## src/rtl/seq_match_pkg.sv

```systemverilog
`default_nettype none
// ============================================================================
// Package    : seq_match_pkg
// Description: Shared constants for the serial sequence match counter:
//              BCD digit width, 7-segment codes {a,b,c,d,e,f,g} (active high)
//              and a single-digit BCD increment helper.
// Revision   : 1.0 - initial release
// ============================================================================
package seq_match_pkg;

  // Width of one BCD digit
  localparam int c_bcd_w = 4;

  // 7-segment codes, segment a is the MSB
  localparam logic [6:0] c_seg_0     = 7'b1111110;
  localparam logic [6:0] c_seg_1     = 7'b0110000;
  localparam logic [6:0] c_seg_2     = 7'b1101101;
  localparam logic [6:0] c_seg_3     = 7'b1111001;
  localparam logic [6:0] c_seg_4     = 7'b0110011;
  localparam logic [6:0] c_seg_5     = 7'b1011011;
  localparam logic [6:0] c_seg_6     = 7'b1011111;
  localparam logic [6:0] c_seg_7     = 7'b1110000;
  localparam logic [6:0] c_seg_8     = 7'b1111111;
  localparam logic [6:0] c_seg_9     = 7'b1110011;
  localparam logic [6:0] c_seg_blank = 7'b0000000;

  // Add a carry-in to one BCD digit; returns {carry_out, digit}.
  // Any digit at or above 9 rolls to 0 with a carry so the digit never
  // leaves the 0..9 range.
  function automatic logic [c_bcd_w:0] bcd_digit_inc(
    input logic [c_bcd_w-1:0] digit,
    input logic               cin
  );
    logic [c_bcd_w:0] result;
    if (!cin) begin
      result = {1'b0, digit};
    end else if (digit >= 4'd9) begin
      result = {1'b1, 4'd0};
    end else begin
      result = {1'b0, digit + 4'd1};
    end
    return result;
  endfunction

endpackage : seq_match_pkg
`default_nettype wire

```

## src/rtl/bcd_to_7seg.sv

```systemverilog
`default_nettype none
// ============================================================================
// Module     : bcd_to_7seg
// Description: Combinational BCD digit to active-high 7-segment decoder.
//              Output order {a,b,c,d,e,f,g}; non-BCD codes blank the digit.
// Revision   : 1.0 - initial release
// ============================================================================
module bcd_to_7seg
  import seq_match_pkg::*;
(
  input  logic [c_bcd_w-1:0] bcd,
  output logic [6:0]         seg
);

  // Decode one digit; default keeps the output defined for codes 10..15
  always_comb begin
    seg = c_seg_blank;
    case (bcd)
      4'd0:    seg = c_seg_0;
      4'd1:    seg = c_seg_1;
      4'd2:    seg = c_seg_2;
      4'd3:    seg = c_seg_3;
      4'd4:    seg = c_seg_4;
      4'd5:    seg = c_seg_5;
      4'd6:    seg = c_seg_6;
      4'd7:    seg = c_seg_7;
      4'd8:    seg = c_seg_8;
      4'd9:    seg = c_seg_9;
      default: seg = c_seg_blank;
    endcase
  end

endmodule : bcd_to_7seg
`default_nettype wire

```

## src/rtl/seq_match_counter.sv

```systemverilog
`default_nettype none
// ============================================================================
// Module     : seq_match_counter
// Description: Serial bit-pattern detector with a Mealy match flag, a BCD
//              match counter with sticky overflow, and per-digit 7-segment
//              decode. Overlapping or restart-after-hit matching is chosen
//              by parameter.
// Revision   : 1.0 - initial release
// ============================================================================
module seq_match_counter
  import seq_match_pkg::*;
#(
  parameter int PAT_W   = 4,
  parameter     PATTERN = 4'b1110,
  parameter int DIGITS  = 2,
  parameter int OVERLAP = 1
) (
  input  logic                     CLK,
  input  logic                     reset,
  input  logic                     in,
  input  logic                     en,
  input  logic                     clr,
  output logic                     out,
  output logic [c_bcd_w*DIGITS-1:0] count,
  output logic [7*DIGITS-1:0]      seg,
  output logic                     ovf
);

  localparam int                c_count_w  = c_bcd_w * DIGITS;
  localparam int                c_fill_w   = $clog2(PAT_W);
  localparam logic [c_fill_w-1:0] c_fill_max = c_fill_w'(PAT_W - 1);
  localparam logic [PAT_W-1:0]  c_pattern  = PATTERN;

  // Parameter legality, rejected at elaboration
  generate
    if (PAT_W < 2 || PAT_W > 16) begin : g_chk_pat_w
      $error("seq_match_counter: PAT_W must be in 2..16");
    end
    if (DIGITS < 1 || DIGITS > 4) begin : g_chk_digits
      $error("seq_match_counter: DIGITS must be in 1..4");
    end
    if ($bits(PATTERN) != PAT_W) begin : g_chk_pattern
      $error("seq_match_counter: PATTERN width must equal PAT_W");
    end
    if (OVERLAP != 0 && OVERLAP != 1) begin : g_chk_overlap
      $error("seq_match_counter: OVERLAP must be 0 or 1");
    end
  endgenerate

  logic [PAT_W-2:0]     r_history;
  logic [c_fill_w-1:0]  r_fill;
  logic [c_count_w-1:0] r_count;
  logic                 r_ovf;

  logic [PAT_W-1:0]     w_window;
  logic                 w_full;
  logic [c_count_w-1:0] w_count_next;
  logic                 w_wrap;

  // Newest bit joins the history as the LSB of the comparison window
  assign w_window = {r_history, in};
  assign w_full   = (r_fill == c_fill_max);
  assign out      = en & w_full & (w_window == c_pattern);

  assign count = r_count;
  assign ovf   = r_ovf;

  // Ripple-carry BCD increment of the count, carry-in is the match flag
  always_comb begin : p_bcd_inc
    logic [c_bcd_w:0] v_step;
    logic             v_carry;
    v_step       = '0;
    v_carry      = out;
    w_count_next = r_count;
    for (int d = 0; d < DIGITS; d++) begin
      v_step  = bcd_digit_inc(r_count[d*c_bcd_w +: c_bcd_w], v_carry);
      w_count_next[d*c_bcd_w +: c_bcd_w] = v_step[c_bcd_w-1:0];
      v_carry = v_step[c_bcd_w];
    end
    w_wrap = v_carry;
  end

  // Shift history and advance the fill level on every accepted bit
  always_ff @(posedge CLK or negedge reset) begin
    if (!reset) begin
      r_history <= '0;
      r_fill    <= '0;
    end else if (en) begin
      r_history <= w_window[PAT_W-2:0];
      if (OVERLAP == 0 && out) begin
        // Restart mode: the bits of this hit cannot seed the next one
        r_fill <= '0;
      end else if (!w_full) begin
        r_fill <= r_fill + c_fill_w'(1);
      end
    end
  end

  // Match counter with sticky wrap flag; clear wins over a same-cycle hit
  always_ff @(posedge CLK or negedge reset) begin
    if (!reset) begin
      r_count <= '0;
      r_ovf   <= 1'b0;
    end else if (clr) begin
      r_count <= '0;
      r_ovf   <= 1'b0;
    end else if (out) begin
      r_count <= w_count_next;
      if (w_wrap) begin
        r_ovf <= 1'b1;
      end
    end
  end

  // One decoder per BCD digit
  generate
    for (genvar g = 0; g < DIGITS; g++) begin : g_digit
      bcd_to_7seg u_dec (
        .bcd (r_count[g*c_bcd_w +: c_bcd_w]),
        .seg (seg[g*7 +: 7])
      );
    end
  endgenerate

endmodule : seq_match_counter
`default_nettype wire

```

## config.mk

```make
export PLATFORM = sky130hd
export DESIGN_NAME = seq_match_counter
export DESIGN_NICKNAME = d
export VERILOG_FILES = /design/src/rtl/seq_match_pkg.sv /design/src/rtl/bcd_to_7seg.sv /design/src/rtl/seq_match_counter.sv
export SDC_FILE = /design/constraint.sdc
export NUM_CORES = 1
export LEC_CHECK = 0
export ABC_AREA = 1
export CAP_MARGIN = 20
export CORE_MARGIN = 2
export CORE_UTILIZATION = 48
export DETAILED_ROUTE_END_ITERATION = 16
export PLACE_DENSITY = 0.82
export REMOVE_ABC_BUFFERS = 1
export SLEW_MARGIN = 20
export SYNTH_ARGS = -nofsm -noshare
export SYNTH_HDL_FRONTEND = slang
export SYNTH_SLANG_ARGS = --single-unit
```

## constraint.sdc

```tcl
create_clock -name CLK -period 2 [get_ports CLK]
set_input_delay 0.4 -clock CLK [delete_from_list [all_inputs] [get_ports CLK]]
set_output_delay 0.4 -clock CLK [all_outputs]
set_load 0.01 [all_outputs]
```

==> flow_summary_export.csv <==
group,metric,value,unit
power_and_ir_drop,power.density,383,nW/um^2
setup_path,path_common_cell,"buf_4",
setup_path,cp_cell_sequence,"buf_4, buf_4, buf_4, clkdlybuf4s50_1",
timing,setup_violations,0,
timing,slew_headroom,58.9,%
power_and_ir_drop,p_leak,0.787,nW
logic_synthesis,synthAdderAreaFrac,14.7,%
logic_synthesis,ys_warn_count,0,
grt,gr-total-overflow,0,
timing,hold_slack,0.478,ns
power_and_ir_drop,combPwrFrac,19.6,%
logic_synthesis,synth_cell_types,23,
logic_synthesis,ys_ff_latch,14,
grt,antenna_found_initial,0,
setup_path,r2r_end,"count[2]$_DFFE_PN0P_",
floorplan,io_pins,29,
placement,pre_cts_ws,-0.185,ns
layout,utilization,71.1,%
cts,cts_buffers,3,
placement,place_area,1510,sq um
placement,io_buffers,28,
setup_path,worst_path_max_delay_cell,"clkdlybuf4s50_1",
setup_path,start_kind,"flop",
setup_path,rr_startpoint,"count[0]$_DFFE_PN0P_",
setup_path,worstSetupEndpointType,"output pin",
logic_synthesis,yosys.area_share.simple,31.5,%
layout,stdcell_area,1560,sq um
detailed_routing,drtIter0Drc,23,
min_path,worstHoldPathType,"reg -> reg",
power_and_ir_drop,vdd_drop_max,564,uV
timing,layout_min_cycle_time,1.95,ns
cts,clk_latency,0.27,ns
grt,grt_pass1_wl,4070,um
logic_synthesis,syn_avg_cell_area,7.73,sq um
logic_synthesis,synth-xor-area-share,3.96,%
detailed_routing,first_pass_iters,4,
logic_synthesis,synthesis.area,1100,sq um
timing,clock_skew,0.00488,ns
placement,gp_congestion,0.803,
power_and_ir_drop,internal-power,435,uW
logic_synthesis,synthMuxAreaShare,0,%
floorplan,die-area,2700,sq um
floorplan,rows,17,
detailed_routing,drc,0,
timing,max_freq,0.514,GHz
grt,track_usage,19.7,%
timing,period_share,97.3,%
logic_synthesis,synth-compound-area-share,10.1,%
logic_synthesis,ys_seq_area_share,31.7,%
timing,worst_slack,0.0531,ns
floorplan,die_y,52.0,um
floorplan,initial_core_util,50.4,%
layout,nets,212,
layout,syn2layout_area_growth,41.0,%
timing,tightest_slew,0.615,ns
layout,antennaDiodeCount,0,
setup_path,cpPeakStageDelay,0.46,ns
setup_path,required,1.60,ns
layout,drive_above_1_share,26.6,%
detailed_routing,routed-via-count,1082,
setup_path,rr_worst_depth,7,
detailed_routing,wl_per_cell,11.4,um
min_path,min_to,"r_history[2]$_DFFE_PN0P_",
timing,hold_violations,0,
power_and_ir_drop,pwr-share-clk,25.1,%
min_path,hold_depth,2,
layout,nFillCells,171,
logic_synthesis,syn_inst,143,
setup_path,cp.arrival,1.55,ns
timing,slew_viol_final,0,
layout,mostFrequentLayoutCells,"nand2_1 (36), buf_4 (19), dfrtp_1 (14), inv_1 (13), clkdlybuf4s50_1 (13)",
floorplan,coreArea,2190,sq um
timing,grt_setup_unrepaired,"true",
setup_path,rrSetupSlack,0.61,ns
status,status,"complete, no violations",
detailed_routing,routed_wl,2510,um
grt,grt_pass1_vias,994,
cts,root_buffer,"clkbuf_4",
layout,layout_commonest_cell,"nand2_1",
cts,cts_tree,"built",
power_and_ir_drop,swShare,27.0,%
timing,tns,0,ns
placement,post-dp-hpwl,1980,um
cts,htreeDepth,1,
power_and_ir_drop,pwr-share-seq,55.3,%
grt,grt_max_degree,15,
cts,path_clk_slew,0.08,ns
setup_path,cp_max_fo,3,
min_path,min-delay-start,"r_history[2]$_DFFE_PN0P_",
logic_synthesis,synth_top_family_by_area,"simple AND/OR/NAND/NOR gates",
detailed_routing,ant_nets,0,
floorplan,die-width,52.0,um
detailed_routing,vias_per_cell,4.92,
cts,clock_sinks,14,
flow_run,maxCapViolations,0,
power_and_ir_drop,power.switching,161,uW
cts,clock_path_buffers,2,
setup_path,worstSetupPathType,"reg -> out",
-- how the worst max path moves through the flow --
stage / start / slack (ns) / to / cells past startpoint
floorplan: count[4]$_DFFE_PN0P_ / 0.34 / seg[10] / 5
global placement: en / -0.12 / out / 6
detailed placement: en / -0.19 / out / 6
CTS: count[1]$_DFFE_PN0P_ / 0.002 / seg[3] / 7
global route: count[0]$_DFFE_PN0P_ / -0.04 / seg[2] / 6
finish: count[0]$_DFFE_PN0P_ / 0.05 / count[0] / 4
-- per-layer routing --
metal / GRT usage [%] / part of all wire [%]
met2: 36.9 / 55
met1: 22.5 / 42
met3: 2.59 / 3.5
met4: 7.02 / 0
met5: 0 / 0
-- logic make-up (layout without fill, tap and decap cells) --
kind of cell    after synthesis  after routing
flops                        14             14
xor+xnor                      5              5
compound gates               21             21
simple gates                 69             69
buf+inv                      21             70
fa+ha+maj                    13             13
-- critical path: cells and delay by family (launching register included) --
kind / cells / cell delay (ns)
flops: 1 / 0.41
buf+inv: 4 / 0.87
-- synthesized netlist by cell type --
library cell	instances	area, sq um
nor2_1	10	37.5
nand3_2	2	20.0
nor2_4	3	33.8
a31oi_1	3	18.8
nand3_4	1	17.5
a21oi_1	4	20.0
o21a_1	1	7.51
o21ai_0	9	45.0
inv_4	1	6.26
nand2_4	2	22.5
ha_1	13	163
nand3_1	10	50.1
xor2_1	4	35.0
dfrtp_1	14	350
nand2_1	36	135
inv_1	16	60.1
or2_1	1	6.26
o21ai_1	4	20.0
nand2_2	3	18.8
inv_2	3	11.3
or2_2	1	6.26
xnor2_1	1	8.76
buf_6	1	11.3
-- sequential cells by signal, summed over array words and instances, names as in the netlist --
name,cells
count,8
ovf,1
r_fill,2
r_history,3
-- area by class of cell --
type	instances	area, sq um	area share (%)
Clock buffer	3	22.5	1.45
Inverter	20	77.6	4.98
Multi-Input combinational cell	108	693	44.5
Sequential cell	14	350	22.5
Tap cell	28	35.0	2.25
Timing Repair Buffer	47	379	24.3
-- power groups by stage --
stage	Sequential, mW	Combinational (mW)	Clock [mW]
final	0.330	0.117	0.150
after global routing	0.333	0.136	0.170
after CTS	0.330	0.120	0.157
after detailed placement	0.335	0.121	0
after global placement	0.333	0.111	0
after floorplan	0.331	0.0792	0
-- stage by stage --
stage	power (mW)	cells
4_1_cts	0.608	217
6_report	0.596	220
3_3_place_gp	0.444	211
5_1_grt	0.639	220
3_5_place_dp	0.456	211
2_1_floorplan	0.410	142
-- repair_timing --
action                     CTS  global route
setup endpoints to repair   15             7
resized for setup           28            15
buffers inserted             3             3
pin swaps                    2             1
hold buffers                 0             0
Note: power is estimated with default switching activity, not from simulation.
